**src/rtl/proc_control_fsm.sv**
```systemverilog
// Instruction sequencer for the 9-bit register-array datapath: captures an
// instruction in T0, then decodes IR and state into the datapath control strobes.
//
//   state | meaning
//   T0    | idle / fetch, capture DIN into IR when Run is high
//   T1    | mv, mvi or nop complete here; add/sub load A from Rx
//   T2    | add/sub: drive Ry, load G with A +/- bus
//   T3    | add/sub: write G back to Rx
module proc_control_fsm #(
  parameter int IW = 9
) (
  input  logic          Clock,
  input  logic          rst,
  input  logic          Run,
  input  logic [IW-1:0] DIN,
  output logic [7:0]    Rout,
  output logic [7:0]    Rin,
  output logic          Gout,
  output logic          DINout,
  output logic          Ain,
  output logic          Gin,
  output logic          AddSub,
  output logic          Done,
  output logic [IW-1:0] IR,
  output logic [1:0]    Tstep
);

  localparam logic [1:0] S_T0 = 2'd0;
  localparam logic [1:0] S_T1 = 2'd1;
  localparam logic [1:0] S_T2 = 2'd2;
  localparam logic [1:0] S_T3 = 2'd3;

  localparam logic [2:0] OP_MV  = 3'b000;
  localparam logic [2:0] OP_MVI = 3'b001;
  localparam logic [2:0] OP_ADD = 3'b010;
  localparam logic [2:0] OP_SUB = 3'b011;

  logic [1:0]    r_state;
  logic [1:0]    w_next;
  logic [IW-1:0] r_ir;
  logic [2:0]    w_op;
  logic [7:0]    w_x_sel;
  logic [7:0]    w_y_sel;

  // Field positions are fixed by the instruction encoding, not by IW.
  assign w_op    = r_ir[8:6];
  assign w_x_sel = 8'(1) << r_ir[5:3];
  assign w_y_sel = 8'(1) << r_ir[2:0];

  always_ff @(posedge Clock or negedge rst) begin
    if (!rst) begin
      r_state <= S_T0;
      r_ir    <= '0;
    end else begin
      r_state <= w_next;
      if (r_state == S_T0 && Run) r_ir <= DIN;
    end
  end

  always_comb begin
    w_next = S_T0;
    Rout   = '0;
    Rin    = '0;
    Gout   = 1'b0;
    DINout = 1'b0;
    Ain    = 1'b0;
    Gin    = 1'b0;
    AddSub = 1'b0;
    Done   = 1'b0;
    case (r_state)
      S_T0: if (Run) w_next = S_T1;
      S_T1: begin
        case (w_op)
          OP_MV: begin
            Rout = w_y_sel;
            Rin  = w_x_sel;
            Done = 1'b1;
          end
          OP_MVI: begin
            DINout = 1'b1;
            Rin    = w_x_sel;
            Done   = 1'b1;
          end
          OP_ADD, OP_SUB: begin
            Rout   = w_x_sel;
            Ain    = 1'b1;
            w_next = S_T2;
          end
          default: Done = 1'b1;
        endcase
      end
      S_T2: begin
        Rout   = w_y_sel;
        Gin    = 1'b1;
        AddSub = (w_op == OP_SUB);
        w_next = S_T3;
      end
      S_T3: begin
        Gout = 1'b1;
        Rin  = w_x_sel;
        Done = 1'b1;
      end
      default: w_next = S_T0;
    endcase
  end

  assign IR    = r_ir;
  assign Tstep = r_state;

endmodule

```
**config.mk**
```make
export PLATFORM = sky130hd
export DESIGN_NAME = proc_control_fsm
export DESIGN_NICKNAME = d
export VERILOG_FILES = /design/src/rtl/proc_control_fsm.sv
export SDC_FILE = /design/constraint.sdc
export NUM_CORES = 1
export LEC_CHECK = 0
export ABC_AREA = 1
export CAP_MARGIN = 15
export CORE_ASPECT_RATIO = 1.4
export CORE_UTILIZATION = 30
export DETAILED_ROUTE_END_ITERATION = 16
export PLACE_DENSITY = 0.72
export SLEW_MARGIN = 20
export SYNTH_ARGS = -nofsm -noshare
export SYNTH_HDL_FRONTEND = slang
export SYNTH_SLANG_ARGS = --single-unit
export TNS_END_PERCENT = 30
```
**constraint.sdc**
```tcl
create_clock -name Clock -period 4.8 [get_ports Clock]
set_clock_uncertainty 0.15 [all_clocks]
set_input_delay 0.96 -clock Clock [delete_from_list [all_inputs] [get_ports Clock]]
set_output_delay 0.96 -clock Clock [all_outputs]
set_load 0.01 [all_outputs]
```
==> impl_metrics.env, run 1 <==
export IMPL_ant_nets=0
export IMPL_hpwlAfterDp_um=1729
export IMPL_die_h_um=61.93
export IMPL_r2r_end="IR[7]$_DFFE_PN0P_"
export IMPL_cts_hold_buffers=0
export IMPL_cts_resized=0
export IMPL_cp_depth=9
export IMPL_drtPass1Iterations=4
export IMPL_ys_warn_count=0
export IMPL_synth_nets=122
export IMPL_fill_cells=243
export IMPL_grt_max_degree=19
export IMPL_drc=0
export IMPL_p_total_mw=0.6418
export IMPL_rr_worst_depth=4
export IMPL_rsz0062_at_grt="false"
export IMPL_htree_levels=1
export IMPL_maxCapViolCount=0
export IMPL_synthesis_area_sq_um=769.5
export IMPL_antenna_found_initial=0
export IMPL_period_share_pct=68.40
export IMPL_final_common_cell="clkdlybuf4s50_1"
export IMPL_num_vias=920
export IMPL_cts_root_buf="clkbuf_4"
export IMPL_cp_top_family="buffers and inverters"
export IMPL_insertedDiodeCount=0
export IMPL_slew_headroom_pct=61.31
export IMPL_power_density_nw_per_um2=509.9
export IMPL_cts_tree="built"
export IMPL_gp_congestion=0.7207
export IMPL_outcome="finished clean"
export IMPL_clock_sinks=11
export IMPL_grtUsageTotal_pct=17.43
export IMPL_path_clk_slew_ns=0.06
export IMPL_max_freq_mhz=304.6
export IMPL_cp_slowest_stage_delay_ns=0.56
export IMPL_routed_wl_um=2250
export IMPL_path_class="register to output port"
export IMPL_crit_fanout=8
export IMPL_clk_path_buf_depth=2
export IMPL_worst_pin_slew_ns=0.5803
export IMPL_ys_seq_elements=11
export IMPL_gr_total_overflow=0
export IMPL_cp_cell_sequence="inv_1, ha_1, inv_1, nor2_1, nand2_1, nand2_2, nand3_1, a21oi_1, clkdlybuf4s50_1"
export IMPL_drive_gt1_share_pct=5.298
export IMPL_crit_slowest_cell="clkdlybuf4s50_1"
export IMPL_fp_coreArea_sq_um=2417
export IMPL_hp_class="register to register"
export IMPL_clk_latency_ns=0.27
export IMPL_numCtsBuffers=3
export IMPL_mostFrequentLayoutCells="clkdlybuf4s50_1, nor2_1, a21oi_1, inv_1, nand3_1"
export IMPL_slew_viol_final=0
export IMPL_fin_tns_setup_ns=0
export IMPL_start_util_pct=31.83
export IMPL_syn2layout_area_growth_pct=63.58
export IMPL_setup_violations=0
export IMPL_nNetsFinal=168
export IMPL_fin_crit_ns=3.283
export IMPL_crit_arrival_ns=2.17
export IMPL_post_cts_setup_buffers=0
export IMPL_leakagePower_nw=0.5028
export IMPL_ys_seq_area_share_pct=35.77
export IMPL_die_w_um=44.81
export IMPL_rr_startpoint="Tstep[0]$_DFF_PN0_"
export IMPL_hold_violations=0
export IMPL_drt_wirelength_per_cell_um=12.16
export IMPL_portBuffers=44
export IMPL_end_kind="output port"
export IMPL_drt_iter0_markers=17
export IMPL_startpoint="Tstep[1]$_DFF_PN0_"
export IMPL_synth_distinct_cells=20
export IMPL_reg2reg_slack_ns=3.00
export IMPL_vias_per_cell=4.973
export IMPL_dieArea_sq_um=2775
export IMPL_grt_pass1_vias=797
export IMPL_rows=21
export IMPL_cp_start_kind="register"
export IMPL_cp_num_buf_inv=3
export IMPL_worstSetupEndpoint="Rout[7]"
export IMPL_syn_avg_cell_area_sq_um=7.259
export IMPL_ios=45
export IMPL_required_ns=3.69
export IMPL_grt_pass1_wl_um=3539
export IMPL_irDropWorstVdd_v=0.0002868
export IMPL_cpMostUsedCell="inv_1"
export IMPL_synthCells=106
per-stage QoR:
step	setup WS (ns)	utilization, %	cell area, sq um	std cells	hold WS, ns
finish	1.517	52.07	1259	185	0.4534
global route	1.364	52.07	1259	185	0.4878
CTS	1.517	52.07	1259	185	0.4556
detailed placement	1.831	50.98	1232	181	0.4437
global placement	1.875	50.98	1232	181	0.4270
floorplan	2.371	-	769.5	106	0.4480
tightest hold or removal path: cells and delay by family, from the launching register on:
| family | cells | cell delay (ns) |
|---|---|---|
| flops | 1 | 0.42 |
| buf+inv | 1 | 0.09 |
| compound gates | 1 | 0.06 |
cells in the mapped netlist, drive strengths merged:
| master | number | area share, % |
|---|---|---|
| a21oi | 17 | 12 |
| nor2 | 16 | 7.8 |
| inv | 14 | 7.2 |
| nand3 | 14 | 9.8 |
| dfrtp | 11 | 36 |
| nand2 | 9 | 4.7 |
| nor4 | 8 | 6.5 |
| ha | 4 | 6.5 |
| nor3 | 4 | 2.6 |
| buf | 3 | 2.6 |
| o21ai | 2 | 1.3 |
| a21o | 1 | 0.98 |
| clkinv | 1 | 0.49 |
| mux2 | 1 | 1.5 |
| or2 | 1 | 0.81 |
worst min-delay path by stage:
stage,startpoint,endpoint,slack (ns),cells past startpoint
after CTS,IR[1]$_DFFE_PN0P_,IR[1]$_DFFE_PN0P_,0.46,2
after detailed placement,Tstep[1]$_DFF_PN0_,Tstep[1]$_DFF_PN0_,0.44,1
after global routing,IR[1]$_DFFE_PN0P_,IR[1]$_DFFE_PN0P_,0.49,2
after floorplan,IR[6]$_DFFE_PN0P_,IR[6]$_DFFE_PN0P_,0.45,2
final,IR[1]$_DFFE_PN0P_,IR[1]$_DFFE_PN0P_,0.45,2
after global placement,Tstep[1]$_DFF_PN0_,Tstep[1]$_DFF_PN0_,0.43,1
where the power goes:
part / switching, mW / internal [mW] / leakage (nW) / total (mW)
logic: 0.200 / 0.169 / 0.363 / 0.369
clock network: 0.0311 / 0.0322 / 0.0150 / 0.0632
registers: 0.0750 / 0.135 / 0.125 / 0.210
total: 0.306 / 0.336 / 0.503 / 0.642
metal layers:
layer / vias to the layer above / track usage, % / share of wire (%)
met3: 7 / 1.734 / 7.0
li1: 454 / - / -
met5: - / 0 / 0
met1: 418 / 21.08 / 43
met2: 41 / 29.83 / 47
met4: 0 / 10.39 / 2.5
layout make-up:
class                   instances  area [sq um]  area share, %
repair buffers                 44         440.4          34.99
flip-flops and latches         11         275.3          21.87
clock buffers                   4         26.28          2.087
inverters                      15         58.81          4.672
well taps                      34         42.54          3.380
multi-input cells              77         415.4          33.00
state kept, by name, summed over array words and instances (netlist names):
name / count
IR: 9
Tstep: 2
logic make-up after synthesis:
logic type      Yosys count  share of synthesized area [%]
compound gates           20                          13.82
fa+ha+maj                 4                          6.504
buf+inv                  18                          10.24
flops                    11                          35.77
mux                       1                          1.463
simple gates             52                          32.20
Note: power is estimated with default switching activity, not from simulation.
==> run 2: changes to the inputs <==
Settings changed: PLACE_DENSITY 0.72 to 0.75.
Clock period 4.8 ns to 2.95 ns, I/O delays scaled along.
==> run 2 against run 1 <==
  * Non-clock buffer count up 1
  * Critical path depth down 3
  * Final area up 2.7%
  * Critical path type unchanged
  * Highest routed layer unchanged
==> impl_metrics.env, run 2 (synthesized netlist as in run 1, its figures left out) <==
export IMPL_clock_sinks=11
export IMPL_seqPwrFrac_pct=32.4
export IMPL_end_kind="output port"
export IMPL_slew_headroom_pct=61.21
export IMPL_path_class="register to output port"
export IMPL_cts_root_buf="clkbuf_4"
export IMPL_grt_pass1_wl_um=3546
export IMPL_worst_pin_slew_ns=0.5804
export IMPL_intPower_mw=0.5530
export IMPL_p_sw_mw=0.4954
export IMPL_max_freq_mhz=357.6
export IMPL_final_common_cell="clkdlybuf4s50_1"
export IMPL_gr_total_overflow=0
export IMPL_drt_met1_wl_um=956
export IMPL_irDropWorstVdd_v=0.0005984
export IMPL_die_w_um=44.81
export IMPL_swShare_pct=47.25
export IMPL_nNetsFinal=169
export IMPL_slew_viol_final=0
export IMPL_cp_start_kind="register"
export IMPL_ant_nets=0
export IMPL_fin_tns_setup_ns=0
export IMPL_fp_coreArea_sq_um=2417
export IMPL_mostFrequentLayoutCells="clkdlybuf4s50_1, nor2_1, a21oi_1, inv_1, nand3_1"
export IMPL_post_cts_setup_buffers=0
export IMPL_design_area_sq_um=1292
export IMPL_crit_slowest_cell="clkdlybuf4s50_1"
export IMPL_gp_congestion=0.7579
export IMPL_drc=0
export IMPL_drt_wirelength_per_cell_um=12.63
export IMPL_grtUsageTotal_pct=17.43
export IMPL_vias_per_cell=4.957
export IMPL_cp_slowest_stage_delay_ns=0.60
export IMPL_combinationalPowerShare_pct=57.9
export IMPL_rsz0062_at_grt="false"
export IMPL_insertedDiodeCount=0
export IMPL_path_clk_slew_ns=0.07
export IMPL_drive_gt1_share_pct=7.237
export IMPL_top_layer_used="met4"
export IMPL_routed_wl_um=2349
export IMPL_htree_levels=1
export IMPL_fill_cells=230
export IMPL_utilization_pct=53.47
export IMPL_hp_class="register to register"
export IMPL_clkPwrFrac_pct=9.7
export IMPL_largest_reg_flops=9
export IMPL_num_vias=922
export IMPL_dpl_cell_area_sq_um=1240
export IMPL_met3WireLength_um=168
export IMPL_cp_cell_sequence="inv_1, ha_2, a21oi_1, buf_4, nor4_1, clkdlybuf4s50_1"
export IMPL_clk_path_buf_depth=2
export IMPL_fin_crit_ns=2.797
export IMPL_period_share_pct=94.80
export IMPL_setup_violations=0
export IMPL_wl_met2_um=1194
export IMPL_antenna_found_initial=0
export IMPL_grt_pass1_vias=816
export IMPL_power_density_nw_per_um2=811.2
export IMPL_crit_arrival_ns=2.06
export IMPL_hpwlAfterDp_um=1766
export IMPL_ios=45
export IMPL_cts_tree="built"
export IMPL_portBuffers=44
export IMPL_crit_fanout=8
export IMPL_leakagePower_nw=0.6716
export IMPL_die_h_um=61.93
export IMPL_hold_violations=0
export IMPL_numCtsBuffers=3
export IMPL_start_util_pct=31.83
export IMPL_maxCapViolCount=0
export IMPL_dieArea_sq_um=2775
export IMPL_outcome="finished clean"
export IMPL_rows=21
export IMPL_grt_max_degree=19
export IMPL_syn2layout_area_growth_pct=67.97
export IMPL_drtPass1Iterations=4
export IMPL_drt_iter0_markers=32
export IMPL_required_ns=2.21
export IMPL_clk_latency_ns=0.27
==> run 2: layer usage <==
metal,up-vias,GRT usage (%)
met3,6,2.601
met1,413,20.72
li1,453,-
met4,0,7.792
met5,-,0
met2,50,30.88
==> run 2: final timing paths <==
path	startpoint	end	slack, ns	cells past startpoint
min in group asynchronous	rst	Tstep[0]$_DFF_PN0_	0.52	1
hold / removal	Tstep[1]$_DFF_PN0_	Tstep[1]$_DFF_PN0_	0.40	1
max in group asynchronous	rst	Tstep[1]$_DFF_PN0_	1.76	1
setup / recovery	Tstep[1]$_DFF_PN0_	Rin[1]	0.15	6
hold reg to reg	Tstep[1]$_DFF_PN0_	Tstep[1]$_DFF_PN0_	0.40	1
setup reg to reg	Tstep[0]$_DFF_PN0_	IR[7]$_DFFE_PN0P_	1.14	4
==> run 2: through the flow <==
step / cells / setup WS, ns / total power, mW / hold WS [ns]
2_1_floorplan: 106 / 0.8909 / 0.6562 / 0.1444
3_3_place_gp: 182 / 0.3985 / 0.9269 / 0.4232
3_5_place_dp: 182 / 0.3339 / 0.9379 / 0.4389
4_1_cts: 186 / 0.01815 / 1.048 / 0.4471
5_1_grt: 186 / 0.07009 / 1.133 / 0.4557
6_report: 186 / 0.1534 / 1.048 / 0.4019
==> run 2: timing repair <==
action	CTS	global route
gates resized for setup	0	11
setup endpoints to repair	0	9
hold buffers	0	0
==> run 2: power by group through the flow <==
stage	clock network, mW	registers [mW]	logic (mW)
floorplan	0	0.328	0.328
global placement	0	0.335	0.592
detailed placement	0	0.338	0.600
CTS	0.102	0.337	0.609
global route	0.109	0.356	0.668
finish	0.102	0.339	0.607
==> run 2: critical path: cells and delay by family (launching register included) <==
family / cells / cell delay, ns
buffers and inverters: 3 / 0.85
DFF: 1 / 0.44
adders and majority gates: 1 / 0.21
and+or+nand+nor: 1 / 0.21
AOI/OAI and AO/OA: 1 / 0.07
==> run 2: final cells by class <==
type                    count  area, sq um  share of cell area, %
clock buffers               4        26.28                  2.033
inverters                  15        58.81                  4.550
multi-input cells          77        417.9                  32.33
flip-flops and latches     11        276.5                  21.39
well taps                  34        42.54                  3.291
repair buffers             45        470.5                  36.40
==> run 3: changes to the inputs <==
Settings changed: CORE_UTILIZATION 30 to 33, CTS_CLUSTER_DIAMETER set to 200, PLACE_DENSITY 0.75 to 0.8.
==> run 3 against run 2 <==
  * Die area shrank 8.8%
  * Critical path type unchanged
  * Setup slack worse by 0.060 ns
  * Routed wire length grew 0.51%
  * Largest power group unchanged
  * Highest routed layer unchanged
==> impl_metrics.env, run 3 (synthesized netlist as in run 1, its figures left out) <==
export IMPL_dp_cells=170
export IMPL_p_sw_mw=0.5104
export IMPL_period_share_pct=96.83
export IMPL_crit_fanout=8
export IMPL_drt_iter0_markers=21
export IMPL_syn2layout_area_growth_pct=66.02
export IMPL_fill_cells=203
export IMPL_fin_crit_ns=2.857
export IMPL_clkPwrFrac_pct=10.0
export IMPL_intPower_mw=0.5554
export IMPL_cts_root_buf="clkbuf_4"
export IMPL_mostFrequentLayoutCells="clkdlybuf4s50_1, nor2_1, a21oi_1, inv_1, nand3_1"
export IMPL_clock_sinks=11
export IMPL_cpMostUsedCell="inv_1"
export IMPL_drive_gt1_share_pct=7.237
export IMPL_cp_slowest_stage_delay_ns=0.55
export IMPL_portBuffers=44
export IMPL_final_cells=174
export IMPL_crit_arrival_ns=2.12
export IMPL_p_total_mw=1.066
export IMPL_irDropWorstVdd_v=0.0006060
export IMPL_numCtsBuffers=3
export IMPL_fp_coreArea_sq_um=2177
export IMPL_drc=0
export IMPL_drt_wirelength_per_cell_um=13.57
export IMPL_maxCapViolCount=0
export IMPL_nNetsFinal=169
export IMPL_combinationalPowerShare_pct=58.3
export IMPL_clk_path_buf_depth=2
export IMPL_largest_reg_flops=9
export IMPL_hp_class="register to register"
export IMPL_path_class="register to output port"
export IMPL_utilization_pct=58.68
export IMPL_dieArea_sq_um=2532
export IMPL_num_vias=935
export IMPL_gr_total_overflow=0
export IMPL_end_kind="output port"
export IMPL_hpwlAfterDp_um=1779
export IMPL_start_util_pct=35.34
export IMPL_drtPass1Iterations=4
export IMPL_fin_tns_setup_ns=0
export IMPL_slew_viol_final=0
export IMPL_grt_max_degree=19
export IMPL_cp_start_kind="register"
export IMPL_ios=45
export IMPL_grt_pass1_wl_um=3539
export IMPL_swShare_pct=47.89
export IMPL_rsz0062_at_grt="false"
export IMPL_worst_pin_slew_ns=0.5568
export IMPL_crit_slowest_cell="clkdlybuf4s50_1"
export IMPL_slew_headroom_pct=62.79
export IMPL_layout_setup_ws_ns=0.09348
export IMPL_gp_congestion=0.7665
export IMPL_outcome="finished clean"
export IMPL_antenna_found_initial=0
export IMPL_max_freq_mhz=350.1
export IMPL_rows=20
export IMPL_grtUsageTotal_pct=18.10
export IMPL_cp_cell_sequence="inv_1, ha_2, inv_1, nor2_1, nand2_1, nand2_4, nand3_1, a21oi_1, clkdlybuf4s50_1"
export IMPL_path_clk_slew_ns=0.07
export IMPL_die_w_um=42.81
export IMPL_ant_nets=0
export IMPL_clk_latency_ns=0.27
export IMPL_insertedDiodeCount=0
export IMPL_pre_cts_ws_ns=0.3270
export IMPL_dpl_cell_area_sq_um=1225
export IMPL_design_area_sq_um=1277
export IMPL_seqPwrFrac_pct=31.7
export IMPL_holdWs_ns=0.4376
export IMPL_htree_levels=1
export IMPL_leakagePower_nw=0.6356
export IMPL_die_h_um=59.14
export IMPL_grt_pass1_vias=835
export IMPL_hold_violations=0
export IMPL_required_ns=2.21
export IMPL_cts_tree="built"
export IMPL_routed_wl_um=2361
export IMPL_vias_per_cell=5.374
export IMPL_post_cts_setup_buffers=0
export IMPL_setup_violations=0
export IMPL_power_density_nw_per_um2=834.3
export IMPL_final_common_cell="clkdlybuf4s50_1"
==> run 3: cell count changes in the layout (fill, tap and decap cells not counted), sizes merged <==
cell / change
clkdlybuf4s50: +2
dlymetal6s2s: -2
==> run 3: power by group through the flow <==
| stage | sequential [mW] | combinational [mW] | clock, mW |
|---|---|---|---|
| after floorplan | 0.328 | 0.328 | 0 |
| after global placement | 0.336 | 0.594 | 0 |
| after detailed placement | 0.338 | 0.608 | 0 |
| after CTS | 0.337 | 0.614 | 0.108 |
| after global routing | 0.352 | 0.669 | 0.114 |
| final | 0.338 | 0.621 | 0.107 |
==> run 3: path summary, 6_finish.rpt <==
check / from / end / slack (ns) / cells after the start
min in group asynchronous: rst / Tstep[0]$_DFF_PN0_ / 0.51 / 1
min reg2reg: Tstep[1]$_DFF_PN0_ / Tstep[1]$_DFF_PN0_ / 0.44 / 1
min: Tstep[1]$_DFF_PN0_ / Tstep[1]$_DFF_PN0_ / 0.44 / 1
max reg2reg: Tstep[0]$_DFF_PN0_ / IR[7]$_DFFE_PN0P_ / 1.14 / 4
max: Tstep[1]$_DFF_PN0_ / Rout[6] / 0.09 / 9
max in group asynchronous: rst / Tstep[1]$_DFF_PN0_ / 1.77 / 1
==> run 3: critical path, delay by kind of cell, from the launching register on <==
family	cells	cell delay, ns
DFF	1	0.45
and+or+nand+nor	4	0.35
buffers and inverters	3	0.71
AOI/OAI and AO/OA	1	0.13
adders and majority gates	1	0.20
==> run 3: timing repair <==
action,in CTS,in global routing
hold buffers,0,0
endpoints found under the setup margin,0,8
gates resized for setup,0,10
==> run 3: final cells by class <==
class,instances,area (sq um),share of cell area (%)
Tap cell,22,27.53,2.155
Inverter,15,58.81,4.603
Sequential cell,11,276.5,21.65
Clock buffer,4,26.28,2.057
Multi-Input combinational cell,77,422.9,33.10
Timing Repair Buffer,45,465.4,36.43
==> run 3: metal layers <==
layer / vias up / GRT usage, % / part of all wire [%]
li1: 450 / - / -
met1: 448 / 21.63 / 38
met2: 35 / 32.68 / 54
met3: 2 / 2.134 / 6.4
met4: 0 / 6.696 / 1.1
met5: - / 0 / 0
